===== src/rtl/interconnect_ctrl_fsm_if.sv =====
`default_nettype none
// +--------------------------------------------------------------------------+
// | interconnect_ctrl_fsm_if : control/status bundle of the QoS interconnect   |
// | Rev 1.0                                                                    |
// +--------------------------------------------------------------------------+
interface interconnect_ctrl_fsm_if #(
  parameter int LEN4  = 4,
  parameter int LEN16 = 16,
  parameter int CNTW  = 16
);
  logic                init;
  logic [4:0]          fifo_empty;
  logic [4:0]          fifo_error;
  logic [2*LEN4-1:0]   UmbralMF_in;
  logic [2*LEN16-1:0]  UmbralV0_in;
  logic [2*LEN16-1:0]  UmbralV1_in;
  logic [2*LEN4-1:0]   UmbralD0_in;
  logic [2*LEN4-1:0]   UmbralD1_in;
  logic [2*LEN4-1:0]   UmbralMF_out;
  logic [2*LEN16-1:0]  UmbralV0_out;
  logic [2*LEN16-1:0]  UmbralV1_out;
  logic [2*LEN4-1:0]   UmbralD0_out;
  logic [2*LEN4-1:0]   UmbralD1_out;
  logic [4:0]          state;
  logic                idle_out;
  logic                active_out;
  logic                error_out;
  logic                flow_en;
  logic                cfg_invalid;
  logic [4:0]          error_src;
  logic [CNTW-1:0]     active_cycles;

  modport master (
    output init, fifo_empty, fifo_error,
    output UmbralMF_in, UmbralV0_in, UmbralV1_in, UmbralD0_in, UmbralD1_in,
    input  UmbralMF_out, UmbralV0_out, UmbralV1_out, UmbralD0_out, UmbralD1_out,
    input  state, idle_out, active_out, error_out, flow_en, cfg_invalid,
    input  error_src, active_cycles
  );

  modport slave (
    input  init, fifo_empty, fifo_error,
    input  UmbralMF_in, UmbralV0_in, UmbralV1_in, UmbralD0_in, UmbralD1_in,
    output UmbralMF_out, UmbralV0_out, UmbralV1_out, UmbralD0_out, UmbralD1_out,
    output state, idle_out, active_out, error_out, flow_en, cfg_invalid,
    output error_src, active_cycles
  );
endinterface
`default_nettype wire


===== src/rtl/interconnect_ctrl_fsm.sv =====
`default_nettype none
// +--------------------------------------------------------------------------+
// | interconnect_ctrl_fsm : reset/config/idle/active/error sequencer + Umbral  |
// | Rev 1.0                                                                    |
// +--------------------------------------------------------------------------+
module interconnect_ctrl_fsm #(
  parameter int LEN4  = 4,
  parameter int LEN16 = 16,
  parameter int CNTW  = 16
) (
  input  wire logic               clk,
  input  wire logic               reset_L,
  interconnect_ctrl_fsm_if.slave  bus
);

  localparam logic [4:0] c_RESET  = 5'b00001;
  localparam logic [4:0] c_INIT   = 5'b00010;
  localparam logic [4:0] c_IDLE   = 5'b00100;
  localparam logic [4:0] c_ACTIVE = 5'b01000;
  localparam logic [4:0] c_ERROR  = 5'b10000;
  localparam logic [CNTW-1:0] c_CNT_ONE = {{(CNTW-1){1'b0}}, 1'b1};

  logic [4:0]          r_state;
  logic [4:0]          w_next;
  logic [2*LEN4-1:0]   r_umf;
  logic [2*LEN16-1:0]  r_uv0;
  logic [2*LEN16-1:0]  r_uv1;
  logic [2*LEN4-1:0]   r_ud0;
  logic [2*LEN4-1:0]   r_ud1;
  logic                r_cfg_invalid;
  logic [4:0]          r_error_src;
  logic [CNTW-1:0]     r_active_cycles;

  logic                w_err_any;
  logic                w_all_empty;
  logic                w_cfg_bad;

  // A threshold pair is {HIGH,LOW}; it is unusable when LOW is not below HIGH.
  function automatic logic bad4(input logic [2*LEN4-1:0] u);
    return u[LEN4-1:0] >= u[2*LEN4-1:LEN4];
  endfunction

  function automatic logic bad16(input logic [2*LEN16-1:0] u);
    return u[LEN16-1:0] >= u[2*LEN16-1:LEN16];
  endfunction

  assign w_err_any   = |bus.fifo_error;
  assign w_all_empty = &bus.fifo_empty;
  assign w_cfg_bad   = bad4(bus.UmbralMF_in)  | bad16(bus.UmbralV0_in) |
                       bad16(bus.UmbralV1_in) | bad4(bus.UmbralD0_in)  |
                       bad4(bus.UmbralD1_in);

  always_ff @(posedge clk or negedge reset_L) begin
    if (!reset_L) begin
      r_state <= c_RESET;
    end else begin
      r_state <= w_next;
    end
  end

  always_comb begin
    w_next = r_state;
    case (r_state)
      c_RESET: w_next = c_INIT;
      c_INIT: begin
        if (w_err_any)                    w_next = c_ERROR;
        else if (!bus.init && !w_cfg_bad) w_next = c_IDLE;
      end
      c_IDLE: begin
        if (w_err_any)         w_next = c_ERROR;
        else if (bus.init)     w_next = c_INIT;
        else if (!w_all_empty) w_next = c_ACTIVE;
      end
      c_ACTIVE: begin
        if (w_err_any)        w_next = c_ERROR;
        else if (bus.init)    w_next = c_INIT;
        else if (w_all_empty) w_next = c_IDLE;
      end
      c_ERROR: w_next = c_ERROR;
      default: w_next = c_RESET;
    endcase
  end

  always_ff @(posedge clk or negedge reset_L) begin
    if (!reset_L) begin
      r_umf           <= '0;
      r_uv0           <= '0;
      r_uv1           <= '0;
      r_ud0           <= '0;
      r_ud1           <= '0;
      r_cfg_invalid   <= 1'b0;
      r_error_src     <= '0;
      r_active_cycles <= '0;
    end else begin
      if (r_state == c_INIT) begin
        r_umf <= bus.UmbralMF_in;
        r_uv0 <= bus.UmbralV0_in;
        r_uv1 <= bus.UmbralV1_in;
        r_ud0 <= bus.UmbralD0_in;
        r_ud1 <= bus.UmbralD1_in;
      end
      // Flag only lives while the FSM is held in INIT by a bad capture.
      r_cfg_invalid <= (r_state == c_INIT) && (w_next == c_INIT) && w_cfg_bad;
      if ((w_next == c_ERROR) && (r_state != c_ERROR)) begin
        r_error_src <= bus.fifo_error;
      end
      if (r_state == c_INIT) begin
        r_active_cycles <= '0;
      end else if ((r_state == c_ACTIVE) && (r_active_cycles != '1)) begin
        r_active_cycles <= r_active_cycles + c_CNT_ONE;
      end
    end
  end

  always_comb begin
    bus.idle_out   = 1'b0;
    bus.active_out = 1'b0;
    bus.error_out  = 1'b0;
    bus.flow_en    = 1'b0;
    case (r_state)
      c_IDLE: begin
        bus.idle_out = 1'b1;
        bus.flow_en  = 1'b1;
      end
      c_ACTIVE: begin
        bus.active_out = 1'b1;
        bus.flow_en    = 1'b1;
      end
      c_ERROR: bus.error_out = 1'b1;
      default: ;
    endcase
  end

  assign bus.state         = r_state;
  assign bus.UmbralMF_out  = r_umf;
  assign bus.UmbralV0_out  = r_uv0;
  assign bus.UmbralV1_out  = r_uv1;
  assign bus.UmbralD0_out  = r_ud0;
  assign bus.UmbralD1_out  = r_ud1;
  assign bus.cfg_invalid   = r_cfg_invalid;
  assign bus.error_src     = r_error_src;
  assign bus.active_cycles = r_active_cycles;

endmodule
`default_nettype wire


===== src/flat_wrapper.sv =====
// flat-port wrapper written by rule: the top's interface ports become plain ports
module interconnect_ctrl_fsm_flat 
#(
  parameter int LEN4  = 4,
  parameter int LEN16 = 16,
  parameter int CNTW  = 16
)
  (clk, reset_L, bus_init, bus_fifo_empty, bus_fifo_error, bus_UmbralMF_in, bus_UmbralV0_in, bus_UmbralV1_in, bus_UmbralD0_in, bus_UmbralD1_in, bus_UmbralMF_out, bus_UmbralV0_out, bus_UmbralV1_out, bus_UmbralD0_out, bus_UmbralD1_out, bus_state, bus_idle_out, bus_active_out, bus_error_out, bus_flow_en, bus_cfg_invalid, bus_error_src, bus_active_cycles);
  interconnect_ctrl_fsm_if #(.LEN4(LEN4), .LEN16(LEN16), .CNTW(CNTW)) bus_i ();
  input  wire logic clk;
  input  wire logic reset_L;
  input wire logic [$bits(bus_i.init)-1:0] bus_init;
  input wire logic [$bits(bus_i.fifo_empty)-1:0] bus_fifo_empty;
  input wire logic [$bits(bus_i.fifo_error)-1:0] bus_fifo_error;
  input wire logic [$bits(bus_i.UmbralMF_in)-1:0] bus_UmbralMF_in;
  input wire logic [$bits(bus_i.UmbralV0_in)-1:0] bus_UmbralV0_in;
  input wire logic [$bits(bus_i.UmbralV1_in)-1:0] bus_UmbralV1_in;
  input wire logic [$bits(bus_i.UmbralD0_in)-1:0] bus_UmbralD0_in;
  input wire logic [$bits(bus_i.UmbralD1_in)-1:0] bus_UmbralD1_in;
  output wire logic [$bits(bus_i.UmbralMF_out)-1:0] bus_UmbralMF_out;
  output wire logic [$bits(bus_i.UmbralV0_out)-1:0] bus_UmbralV0_out;
  output wire logic [$bits(bus_i.UmbralV1_out)-1:0] bus_UmbralV1_out;
  output wire logic [$bits(bus_i.UmbralD0_out)-1:0] bus_UmbralD0_out;
  output wire logic [$bits(bus_i.UmbralD1_out)-1:0] bus_UmbralD1_out;
  output wire logic [$bits(bus_i.state)-1:0] bus_state;
  output wire logic [$bits(bus_i.idle_out)-1:0] bus_idle_out;
  output wire logic [$bits(bus_i.active_out)-1:0] bus_active_out;
  output wire logic [$bits(bus_i.error_out)-1:0] bus_error_out;
  output wire logic [$bits(bus_i.flow_en)-1:0] bus_flow_en;
  output wire logic [$bits(bus_i.cfg_invalid)-1:0] bus_cfg_invalid;
  output wire logic [$bits(bus_i.error_src)-1:0] bus_error_src;
  output wire logic [$bits(bus_i.active_cycles)-1:0] bus_active_cycles;
  assign bus_i.init = bus_init;
  assign bus_i.fifo_empty = bus_fifo_empty;
  assign bus_i.fifo_error = bus_fifo_error;
  assign bus_i.UmbralMF_in = bus_UmbralMF_in;
  assign bus_i.UmbralV0_in = bus_UmbralV0_in;
  assign bus_i.UmbralV1_in = bus_UmbralV1_in;
  assign bus_i.UmbralD0_in = bus_UmbralD0_in;
  assign bus_i.UmbralD1_in = bus_UmbralD1_in;
  assign bus_UmbralMF_out = bus_i.UmbralMF_out;
  assign bus_UmbralV0_out = bus_i.UmbralV0_out;
  assign bus_UmbralV1_out = bus_i.UmbralV1_out;
  assign bus_UmbralD0_out = bus_i.UmbralD0_out;
  assign bus_UmbralD1_out = bus_i.UmbralD1_out;
  assign bus_state = bus_i.state;
  assign bus_idle_out = bus_i.idle_out;
  assign bus_active_out = bus_i.active_out;
  assign bus_error_out = bus_i.error_out;
  assign bus_flow_en = bus_i.flow_en;
  assign bus_cfg_invalid = bus_i.cfg_invalid;
  assign bus_error_src = bus_i.error_src;
  assign bus_active_cycles = bus_i.active_cycles;
  interconnect_ctrl_fsm #(.LEN4(LEN4), .LEN16(LEN16), .CNTW(CNTW)) u_core (.clk(clk), .reset_L(reset_L), .bus(bus_i));
endmodule

===== config.mk =====
export PLATFORM = sky130hd
export DESIGN_NAME = interconnect_ctrl_fsm_flat
export DESIGN_NICKNAME = d
export VERILOG_FILES = /design/src/rtl/interconnect_ctrl_fsm_if.sv /design/src/rtl/interconnect_ctrl_fsm.sv /design/src/flat_wrapper.sv
export SDC_FILE = /design/constraint.sdc
export NUM_CORES = 1
export LEC_CHECK = 0
export BUFFER_PORTS_ARGS = -buffer_cell sky130_fd_sc_hd__buf_2
export CELL_PAD_IN_SITES_DETAIL_PLACEMENT = 1
export CELL_PAD_IN_SITES_GLOBAL_PLACEMENT = 2
export CORE_ASPECT_RATIO = 1.4
export CORE_MARGIN = 4
export CORE_UTILIZATION = 30
export DETAILED_ROUTE_END_ITERATION = 12
export GPL_ROUTABILITY_DRIVEN = 1
export PLACE_DENSITY = 0.95
export SYNTH_ARGS = -nofsm -noshare
export SYNTH_HDL_FRONTEND = slang
export SYNTH_SLANG_ARGS = --single-unit

===== constraint.sdc =====
create_clock -name clk -period 3.74 [get_ports clk]
set_input_delay 0.561 -clock clk [delete_from_list [all_inputs] [get_ports clk]]
set_output_delay 0.561 -clock clk [all_outputs]
set_load 0.02 [all_outputs]

==> run metrics, run 1 <==
initial detailed-routing violation count approximately 200; post-route total power 6.09 mW; via count of the first global-routing pass 5,392; num rows 58; count of buffers from port buffering 219; area of the mapped netlist 5590 sq um; Final Skew 7.35 ps; area leader, netlist sky130_fd_sc_hd__dfrtp_1; cell count after synthesis slightly above 600; clock-pin slew of the registers on the worst-case setup and hold paths 60 ps; number of cells on the worst reg-to-reg path 5; post-detailed-route via-to-cell ratio ~4.6; layout cells sized above 1 a little under a third; clock sink count 115; setup slack of the most critical reg-to-reg path between 1000 and 1500 ps; die span in y ~170 um; setup repair after global routing missed its margin no; TritonCTS Buffers 17; Core Box Area 18,100 sq um; vias after detailed routing 5,054; width of the die 123 um; Crit Path Category reg2reg; share of total power in the clock network roughly 30%; Initial Utilization a little under a third; Post-CTS Setup Bufs 0; Sw Ratio between 30 and 40%; number of hold-repair buffers added at the cts stage 0; fmax 0.407 GHz; library cell used as clock root buffer sky130_fd_sc_hd__clkbuf_16; top-level I/O count 220; number of distinct library cells after synthesis 46; clock tree from TritonCTS built; Setup crit end kind flop; Final Max Slew Viols 0; final cell utilization of the core 41.9%; Detailed Route WL 17,800 um; GRT Util Overall 17.8%; Max Cap Viol 0; Avg Cell Area, Syn ~9 sq um; wire length per cell 16.3 um; cells taking the most area after synthesis sky130_fd_sc_hd__dfrtp_1, sky130_fd_sc_hd__nand2_1, sky130_fd_sc_hd__ha_1, sky130_fd_sc_hd__o21ai_0, sky130_fd_sc_hd__inv_1; maximum buffer depth of the clock tree 2; Power Dens Cells 801 nW/um^2; Final min period 2460 ps; sequential element share of the synthesized area between 50% and 60%; Final setup viols 0; maximum vdd ir drop 0.321 mV; Async S/R FF share, synth 100%; outcome finished clean; Overflow after GRT 0; drt pass-1 iters 4; WP data arrival 2700 ps; overall die area 20,900 sq um; estimated wirelength of the detail-placed design 13,700 um; Setup WS pre-CTS 1060 ps; Tcrit/Tclk final 65.7%; largest net degree at the start of global routing 102; share of the synthesized area in the top cell type between 50% and 60%; critical path fanouts, max 101; Synth Register Bits 115; Rel. slew slack 34.8%; total negative slack for setup checks 0 ps; Worst Slack Setup Final between 1000 and 1500 ps; wire length of the first global-routing pass 28,700 um; Post-CTS Resized 0; proportion of power drawn by flip-flops and latches 33.4%; transition time at the pin with the least slew margin 979 ps; Syn Nets 761; cell internal pwr approximately 3.7 mW; number of routed nets with antenna violations 0; source-to-sink clock delay at the later pin of the worst-skew pair 410 ps; FF-to-FF End u_core.bus.UmbralV1_out[22]$_DFFE_PN0N_; Switching Power 2.42 mW; Hold Vio Cnt, Final 0; static power due to leakage 4.23 nW; initial antenna violation count 2; layout net count 980; fraction of power consumed by combinational cells a little under two fifths; startpoint kind of the worst setup timing path flop; layout overhead on the synthesized area 35.9%; source of the worst register-to-register timing path u_core.bus.state[2]$_DFF_PN0_; Yosys warnings 0; most used flip-flop cell after synthesis sky130_fd_sc_hd__dfrtp_1; count of H-tree levels built during CTS 4; number of enable flip-flop cells after synthesis 0; Residual DRC 0; Worst Path Required approximately 4000 ps; worst hold-check path type in2async; final weighted congestion of routability-driven global placement approximately 0.78
==> routing by layer <==
metal  track usage, %  wire (um)  up-vias
li1                 -          -     2457
met1             21.1       7030     2425
met2             30.4       9140      144
met3             5.07       1210       26
met4             6.31        365        2
met5                0         13        -
==> cells in the mapped netlist (2+ instances only) <==
cell type,number
sky130_fd_sc_hd__nand2_1,198
sky130_fd_sc_hd__dfrtp_1,114
sky130_fd_sc_hd__o21ai_0,55
sky130_fd_sc_hd__inv_1,49
sky130_fd_sc_hd__ha_1,45
sky130_fd_sc_hd__nor2_1,28
sky130_fd_sc_hd__clkbuf_1,16
sky130_fd_sc_hd__a21oi_1,13
sky130_fd_sc_hd__nand3_1,11
sky130_fd_sc_hd__nor3_1,10
sky130_fd_sc_hd__xor2_1,9
sky130_fd_sc_hd__nand4_1,7
sky130_fd_sc_hd__buf_2,6
sky130_fd_sc_hd__mux2_2,5
sky130_fd_sc_hd__nand2b_1,4
sky130_fd_sc_hd__xnor2_1,4
sky130_fd_sc_hd__a211o_1,3
sky130_fd_sc_hd__a211oi_1,3
sky130_fd_sc_hd__o21a_1,3
sky130_fd_sc_hd__a21o_1,2
sky130_fd_sc_hd__and3_1,2
sky130_fd_sc_hd__nor2b_1,2
sky130_fd_sc_hd__nor4_1,2
sky130_fd_sc_hd__o211ai_1,2
==> state kept, by name, indices dropped and copies added, names as in the netlist <==
signal / flops
u_core.bus.cfg_invalid: 1
u_core.bus.UmbralD1_out: 8
u_core.bus.state: 5
u_core.bus.UmbralD0_out: 8
u_core.bus.active_cycles: 16
u_core.bus.UmbralV0_out: 32
u_core.bus.UmbralV1_out: 32
u_core.bus.UmbralMF_out: 8
u_core.bus.error_src: 5
==> power groups by stage <==
stage	Sequential, mW	Clock (mW)	Combinational (mW)
after global routing	2.11	1.91	2.51
final	2.03	1.79	2.26
after detailed placement	2.05	0	2.33
after CTS	2.04	1.84	2.32
after global placement	2.04	0	2.27
after floorplan	2.66	0	0.761
==> layout by cell type (no fill, tap or decap), drive strengths merged, types with 2 or more instances in the layout <==
master,n
or4,2
inv,49
clkinv,7
nand2,198
ha,45
o211ai,3
nand3,11
o21ai,56
nor2,28
mux2,5
a211oi,3
nor4,3
o21a,3
a21o,2
and3,3
dfrtp,114
nand2b,4
xnor2,4
nor2b,2
a21oi,14
a211o,3
bufinv,5
buf,222
clkbuf,19
nand4,8
xor2,9
nor3,10
a221oi,2
==> cells by family after synthesis <==
kind of cell | synth area share (%)
adders and majority gates | 10.1
buffers and inverters | 4.90
and+or+nand+nor | 20.2
DFF | 51.5
muxes | 1.19
xor gates and xnor gates | 2.04
AOI/OAI and AO/OA | 10.1
==> worst max path at each step <==
stage	from	endpoint	cells past startpoint
after floorplan	u_core.bus.state[3]$_DFF_PN0_	u_core.bus.error_src[0]$_DFFE_PN0P_	4
after global placement	bus_UmbralD0_in[0]	u_core.bus.state[1]$_DFF_PN0_	9
after detailed placement	bus_UmbralD0_in[0]	u_core.bus.state[2]$_DFF_PN0_	9
after CTS	u_core.bus.state[2]$_DFF_PN0_	u_core.bus.state[2]$_DFF_PN0_	4
after global routing	u_core.bus.state[2]$_DFF_PN0_	u_core.bus.active_cycles[9]$_DFFE_PN0P_	6
final	u_core.bus.state[2]$_DFF_PN0_	u_core.bus.UmbralV1_out[22]$_DFFE_PN0N_	5
==> area by class of cell <==
cell class	instances	area, sq um
fill	2229	10500
multi-input combinational	429	2450
sequential	115	2880
inverter	49	184
timing repair buffer	222	1130
antenna	1	2.50
tap	240	300
clock buffer	19	443
clock inverter	13	208
==> critical path, stage by stage, from the launching register on <==
cell                      delay (ps)
sky130_fd_sc_hd__dfrtp_1         430
sky130_fd_sc_hd__nor3_1          560
sky130_fd_sc_hd__nand2_4         410
sky130_fd_sc_hd__buf_4           490
sky130_fd_sc_hd__nand2_1         190
sky130_fd_sc_hd__o21ai_0         120
==> through the flow <==
step           area (sq um)  instances  hold WS [ps]
6_report               7600       1088           302
5_1_grt                7600       1088           345
4_1_cts                7600       1087           338
3_5_place_dp           6950       1055           457
3_3_place_gp           6950       1055           453
2_1_floorplan          5590        615           265
No activity file was read; power rests on OpenSTA's default activity.
==> inputs of run 2 (changes only) <==
ABC_AREA = 1   (was not set)
CORE_UTILIZATION = 28   (was 30)
PLACE_DENSITY = 0.92   (was 0.95)
clock period = 2.35 ns   (was 3.74 ns; I/O delays follow)
==> run metrics, run 2 <==
Tcrit/Tclk final 92.5%; initial antenna violation count 0 (-2); wire length per cell 16.3 um (about the same); count of H-tree levels built during CTS 4 (unchanged); Final Max Slew Viols 0 (unchanged); layout overhead on the synthesized area 34.7%; ranking of synthesized cells by instance count sky130_fd_sc_hd__nand2_1, sky130_fd_sc_hd__dfrtp_1, sky130_fd_sc_hd__inv_1, sky130_fd_sc_hd__o21ai_0, sky130_fd_sc_hd__ha_1; outcome finished clean; area leader, netlist sky130_fd_sc_hd__dfrtp_1; vias after detailed routing 5,536 (+9.5%); post-route total power 9.87 mW (+62%); clock-pin slew of the registers on the worst-case setup and hold paths 60 ps (about the same); cells taking the most area after synthesis sky130_fd_sc_hd__dfrtp_1, sky130_fd_sc_hd__nand2_1, sky130_fd_sc_hd__ha_1, sky130_fd_sc_hd__inv_1, sky130_fd_sc_hd__o21ai_0; wire length of the first global-routing pass 31,400 um (+9.4%); Initial Utilization 28.3% (-2.5 points); Crit Path Category reg2out; cell count after synthesis 726 (+18%); count of buffers from port buffering 219 (unchanged); transition time at the pin with the least slew margin 409 ps (-570 ps); Syn Nets 872 (+15%); clock tree from TritonCTS built; library cell used as clock root buffer sky130_fd_sc_hd__clkbuf_16; number of placed cells counting well taps 1,191 (+13%); Async S/R FF share, synth 100% (unchanged); via count of the first global-routing pass 5,920 (+9.8%); sequential element share of the synthesized area 48.1% (-3.3 points); Final setup viols 0 (unchanged); Setup crit end kind primary output; startpoint kind of the worst setup timing path flop; most used flip-flop cell after synthesis sky130_fd_sc_hd__dfrtp_1; Hold Vio Cnt, Final 0 (unchanged); total negative slack for setup checks 0 ps (unchanged); maximum buffer depth of the clock tree 2 (unchanged); final weighted congestion of routability-driven global placement 0.796 (+1.4%); Residual DRC 0 (unchanged); worst hold path cell count 2; highest-count cells in the layout ignoring fill and taps sky130_fd_sc_hd__nand2_1, sky130_fd_sc_hd__buf_2, sky130_fd_sc_hd__dfrtp_1; GRT Util Overall 16.8% (-0.99 points); number of diodes added for antenna fixing 0 (-1); Post-CTS Resized 0 (unchanged); layout net count 1,097 (+12%); Yosys warnings 0 (unchanged); width of the die 132 um (+6.6%); number of enable flip-flop cells after synthesis 0 (unchanged); setup repair after global routing missed its margin no; post-detailed-route via-to-cell ratio 4.54 (-2.3%); number of hold-repair buffers added at the cts stage 1 (+1); area of the mapped netlist 5980 sq um (+6.9%); initial detailed-routing violation count 164 (-17%); number of routed nets with antenna violations 0 (unchanged); Overflow after GRT 0 (unchanged); Post-CTS Setup Bufs 0 (unchanged); drt pass-1 iters 4 (unchanged); Detailed Route WL 19,900 um (+12%); Max Cap Viol 0 (unchanged); Core Box Area 21,100 sq um (+16%); num rows 63 (+8.6%); Final min period 2170 ps; critical path fanouts, max 5 (-95%); Final Skew 11.5 ps (+4.11 ps); most common library cell in the layout ignoring fill and taps sky130_fd_sc_hd__nand2_1; Worst Path Required 2000 ps (-1980 ps); Synth Register Bits 115 (unchanged); Rel. slew slack 72.5% (+38 points); worst hold-check path type in2reg; source-to-sink clock delay at the later pin of the worst-skew pair 410 ps (about the same); most instantiated library cell after synthesis sky130_fd_sc_hd__nand2_1; overall die area 23,800 sq um (+14%); top-level I/O count 220 (unchanged); WP data arrival 1820 ps (-880 ps); maximum vdd ir drop 0.443 mV (+38%); Power Dens Cells 1230 nW/um^2 (+53%); number of cells on the worst reg-to-reg path 9 (+4); clock sink count 115 (unchanged); final standard cell count with taps included and fillers excluded 1,220 (+12%); layout cells sized above 1 29.4% (-2.4 points); fmax around 0.46 GHz; static power due to leakage 4.63 nW (+9.5%); TritonCTS Buffers 17 (unchanged); share of the synthesized area in the top cell type 47.7% (-3.3 points); die span in y 181 um (+6.7%); estimated wirelength of the detail-placed design 15,500 um (+13%); number of distinct library cells after synthesis 38 (-17%); Avg Cell Area, Syn 8.24 sq um (-9.4%); largest net degree at the start of global routing 83 (-19%)
## run 2: changes by cell type after synthesis, sizes merged, moves of 5 or more
cell	before	now
buf	6	11
clkbuf	16	11
inv	49	97
nand2	198	286
nand3	11	25
o21ai	56	51
o31ai	1	6
## run 2: logic make-up after synthesis
group / count (synthesis) / synth area share, %
buffers and inverters: 119 / 7.81
muxes: 3 / 0.753
DFF: 115 / 48.1
adders and majority gates: 45 / 9.42
and+or+nand+nor: 363 / 26.0
xor gates and xnor gates: 9 / 1.32
AOI/OAI and AO/OA: 72 / 6.57
## run 2: path summary, 6_finish.rpt
kind,from,to,slack (ps)
setup / recovery,u_core.bus.state[1]$_DFF_PN0_,bus_flow_en,180
hold / removal,bus_init,u_core.bus.state[3]$_DFF_PN0_,150
setup reg to reg,u_core.bus.active_cycles[0]$_DFFE_PN0P_,u_core.bus.active_cycles[12]$_DFFE_PN0P_,450
hold reg to reg,u_core.bus.UmbralMF_out[1]$_DFFE_PN0N_,u_core.bus.UmbralMF_out[1]$_DFFE_PN0N_,470
max in group asynchronous,reset_L,u_core.bus.state[0]$_DFF_PN1_,1310
min in group asynchronous,reset_L,u_core.bus.error_src[2]$_DFFE_PN0P_,390
## run 2: final cells by class
type	instances	area (sq um)
clock buffers	24	512
clock inverters	4	120
fillers	2626	13100
inverters	97	367
multi-input cells	492	2640
flip-flops and latches	115	2880
well taps	260	325
repair buffers	228	1210
## run 2: critical path, cell delays in order, from the launching register on
cell	delay, ps
sky130_fd_sc_hd__dfrtp_1	470
sky130_fd_sc_hd__nor2_2	170
sky130_fd_sc_hd__nand2_2	90
sky130_fd_sc_hd__nor3_4	300
sky130_fd_sc_hd__nor2_2	120
sky130_fd_sc_hd__inv_1	90
sky130_fd_sc_hd__buf_2	170
## run 2: layer usage
layer | part of all wire (%) | track usage [%] | vias up
met1 | 38 | 17.8 | 2656
li1 | - | - | 2722
met3 | 3.9 | 3.57 | 26
met2 | 55 | 32.0 | 132
met4 | 2.7 | 6.60 | 0
met5 | 0 | 0 | -
## run 2: through the flow
step	hold slack [ps]	setup WS, ps	instance area (sq um)	util (%)
3_3_place_gp	295	341	7410	35.1
6_report	155	176	8050	38.1
3_5_place_dp	297	311	7410	35.1
4_1_cts	131	117	8050	38.1
2_1_floorplan	56.9	540	5980	-
5_1_grt	133	36.8	8050	38.1
## run 2: power breakdown
| part | switching [mW] | internal (mW) |
|---|---|---|
| clock | 0.906 | 1.92 |
| sequential | 0.446 | 2.81 |
| combinational | 2.56 | 1.23 |
| total | 3.91 | 5.96 |
==> inputs of run 3 (changes only) <==
PLACE_DENSITY = not set   (was 0.92)
PLACE_DENSITY_LB_ADDON = 0.05   (was not set)
==> run metrics, run 3 (synthesis results as in run 2) <==
library cell used as clock root buffer sky130_fd_sc_hd__clkbuf_16; via count of the first global-routing pass 6,000 (+1.4%); final weighted congestion of routability-driven global placement 0.799 (+0.40%); cell breakdown of the critical path nor2_2, nand2_2, nor3_4, nor2_2, inv_1, buf_2; layout cells sized above 1 29.8% (+0.40 points); Crit path max-delay family simple AND/OR/NAND/NOR gates; post-detailed-route via-to-cell ratio 4.49 (-1.2%); count of buffers from port buffering 219 (unchanged); Rel. slew slack 62.9% (-9.7 points); Switching Power 4.00 mW (+2.2%); number of routed nets with antenna violations 0 (unchanged); TritonCTS Buffers 17 (unchanged); worst hold-check path type in2reg; critical path fanouts, max 5 (unchanged); Worst Slack Setup Final 187 ps (+11.0 ps); vias after detailed routing 5,490 (-0.83%); library cell appearing most often on the critical path sky130_fd_sc_hd__nor2_2; Hold Vio Cnt, Final 0 (unchanged); layout net count 1,097 (unchanged); Post-CTS Resized 0 (unchanged); cell internal pwr 5.65 mW (-5.1%); startpoint kind of the worst setup timing path flop; Final setup viols 0 (unchanged); Initial Utilization 28.3% (unchanged); share of total power in the clock network 27.4% (-1.3 points); register cell area after layout 2880 sq um (unchanged); Setup crit end kind primary output; CP max stage cell sky130_fd_sc_hd__dfrtp_1; Tcrit/Tclk final 92.0% (-0.47 points); initial detailed-routing violation count 141 (-14%); clock sink count 115 (unchanged); clock-pin slew of the registers on the worst-case setup and hold paths 60 ps (about the same); Max Cap Viol 0 (unchanged); highest-count cells in the layout ignoring fill and taps sky130_fd_sc_hd__nand2_1, sky130_fd_sc_hd__buf_2, sky130_fd_sc_hd__dfrtp_1; maximum buffer depth of the clock tree 2 (unchanged); WP data arrival 1810 ps (about the same); layout overhead on the synthesized area 34.0%; Worst Path Required 2000 ps (about the same); transition time at the pin with the least slew margin 557 ps (+148 ps); fill cell count 2,602 (-0.91%); wire length of the first global-routing pass 32,200 um (+2.4%); most common library cell in the layout ignoring fill and taps sky130_fd_sc_hd__nand2_1; Final Max Slew Viols 0 (unchanged); die span in y 181 um (unchanged); total negative slack for setup checks 0 ps (unchanged); total area of multi-input combinational cells 2640 sq um (unchanged); fraction of power consumed by combinational cells 38.9% (+0.5 points); outcome finished clean; Crit Path Category reg2out; Residual DRC 0 (unchanged); largest net degree at the start of global routing 64 (-23%); fmax 0.462 GHz (+0.51%); proportion of power drawn by flip-flops and latches 33.8% (+0.9 points); number of diodes added for antenna fixing 0 (unchanged); maximum vdd ir drop 0.565 mV (+27%); critical path's largest stage delay 450 ps (-20 ps); count of H-tree levels built during CTS 4 (unchanged); Core Box Area 21,100 sq um (unchanged); top-level I/O count 220 (unchanged); Final Skew 11.5 ps (-0.00360 ps); initial antenna violation count 2 (+2); static power due to leakage 4.60 nW (-0.82%); width of the die 132 um (unchanged); setup repair after global routing missed its margin no; Overflow after GRT 0 (unchanged); source-to-sink clock delay at the later pin of the worst-skew pair 410 ps (about the same); num rows 63 (unchanged); Sw Ratio 41.4% (+1.8 points); Final min period 2160 ps (-11.0 ps); overall die area 23,800 sq um (unchanged); estimated wirelength of the detail-placed design 15,400 um (-0.76%); Setup WS pre-CTS 355 ps (+44.1 ps); GRT Util Overall 16.9% (+0.17 points); Detailed Route WL 19,600 um (-1.7%); Power Dens Cells 1210 nW/um^2 (-1.7%); drt pass-1 iters 4 (unchanged); clock tree from TritonCTS built; wire length per cell 16.0 um (-2.0%); Buf+Inv Stages, Crit Path 2 (unchanged)
[run 3: tightest hold or removal path, cell delays in order]
cell and delay [ps]:
sky130_fd_sc_hd__buf_2 90, sky130_fd_sc_hd__nand2_1 50, sky130_fd_sc_hd__nand2_1 40
[run 3: path summary, 6_finish.rpt]
check | cells after the start | slack, ps | to | from
setup / recovery | 6 | 190 | bus_flow_en | u_core.bus.state[1]$_DFF_PN0_
hold / removal | 3 | 160 | u_core.bus.UmbralV0_out[2]$_DFFE_PN0N_ | bus_UmbralV0_in[2]
setup reg to reg | 7 | 540 | u_core.bus.error_src[2]$_DFFE_PN0P_ | u_core.bus.state[1]$_DFF_PN0_
hold reg to reg | 2 | 470 | u_core.bus.UmbralV0_out[14]$_DFFE_PN0N_ | u_core.bus.UmbralV0_out[14]$_DFFE_PN0N_
max in group asynchronous | 3 | 1150 | u_core.bus.UmbralV1_out[21]$_DFFE_PN0N_ | reset_L
min in group asynchronous | 2 | 470 | u_core.bus.active_cycles[9]$_DFFE_PN0P_ | reset_L
[run 3: power by group through the flow]
| stage | sequential [mW] | combinational (mW) | clock, mW |
|---|---|---|---|
| final | 3.26 | 3.75 | 2.64 |
| after global routing | 3.38 | 4.20 | 2.83 |
| after CTS | 3.28 | 3.88 | 2.72 |
| after detailed placement | 3.30 | 3.86 | 0 |
| after global placement | 3.26 | 3.79 | 0 |
| after floorplan | 4.23 | 1.33 | 0 |
[run 3: what timing repair did]
action,CTS,global route
hold buffers,1,0
setup buffers,0,0
endpoints found under the hold margin,36,0
[run 3: layer usage]
layer  vias up  part of all wire (%)  global-route usage [%]
met1      2623                    40                    19.3
met4         4                  0.82                    3.91
met2       122                    54                    31.0
li1       2729                     -                       -
met3        12                   5.3                    5.21
met5         -                  0.13                       0
[run 3: area by class of cell]
class / instances / share of cell area [%]
Clock buffer: 19 / 5.65
Clock inverter: 13 / 1.87
Sequential cell: 115 / 35.9
Tap cell: 260 / 4.06
Timing Repair Buffer: 228 / 14.9
Multi-Input combinational cell: 492 / 33.0
Inverter: 97 / 4.58
[run 3: metrics by stage]
stage / hold slack [ps] / utilization (%) / cell area (sq um) / total power [mW] / instances
6_report: 156 / 37.9 / 8010 / 9.65 / 1224
5_1_grt: 143 / 37.9 / 8010 / 10.4 / 1224
4_1_cts: 135 / 37.9 / 8010 / 9.88 / 1224
3_5_place_dp: 388 / 35.0 / 7400 / 7.16 / 1191
3_3_place_gp: 380 / 35.0 / 7400 / 7.05 / 1191
2_1_floorplan: 56.9 / - / 5980 / 5.55 / 726
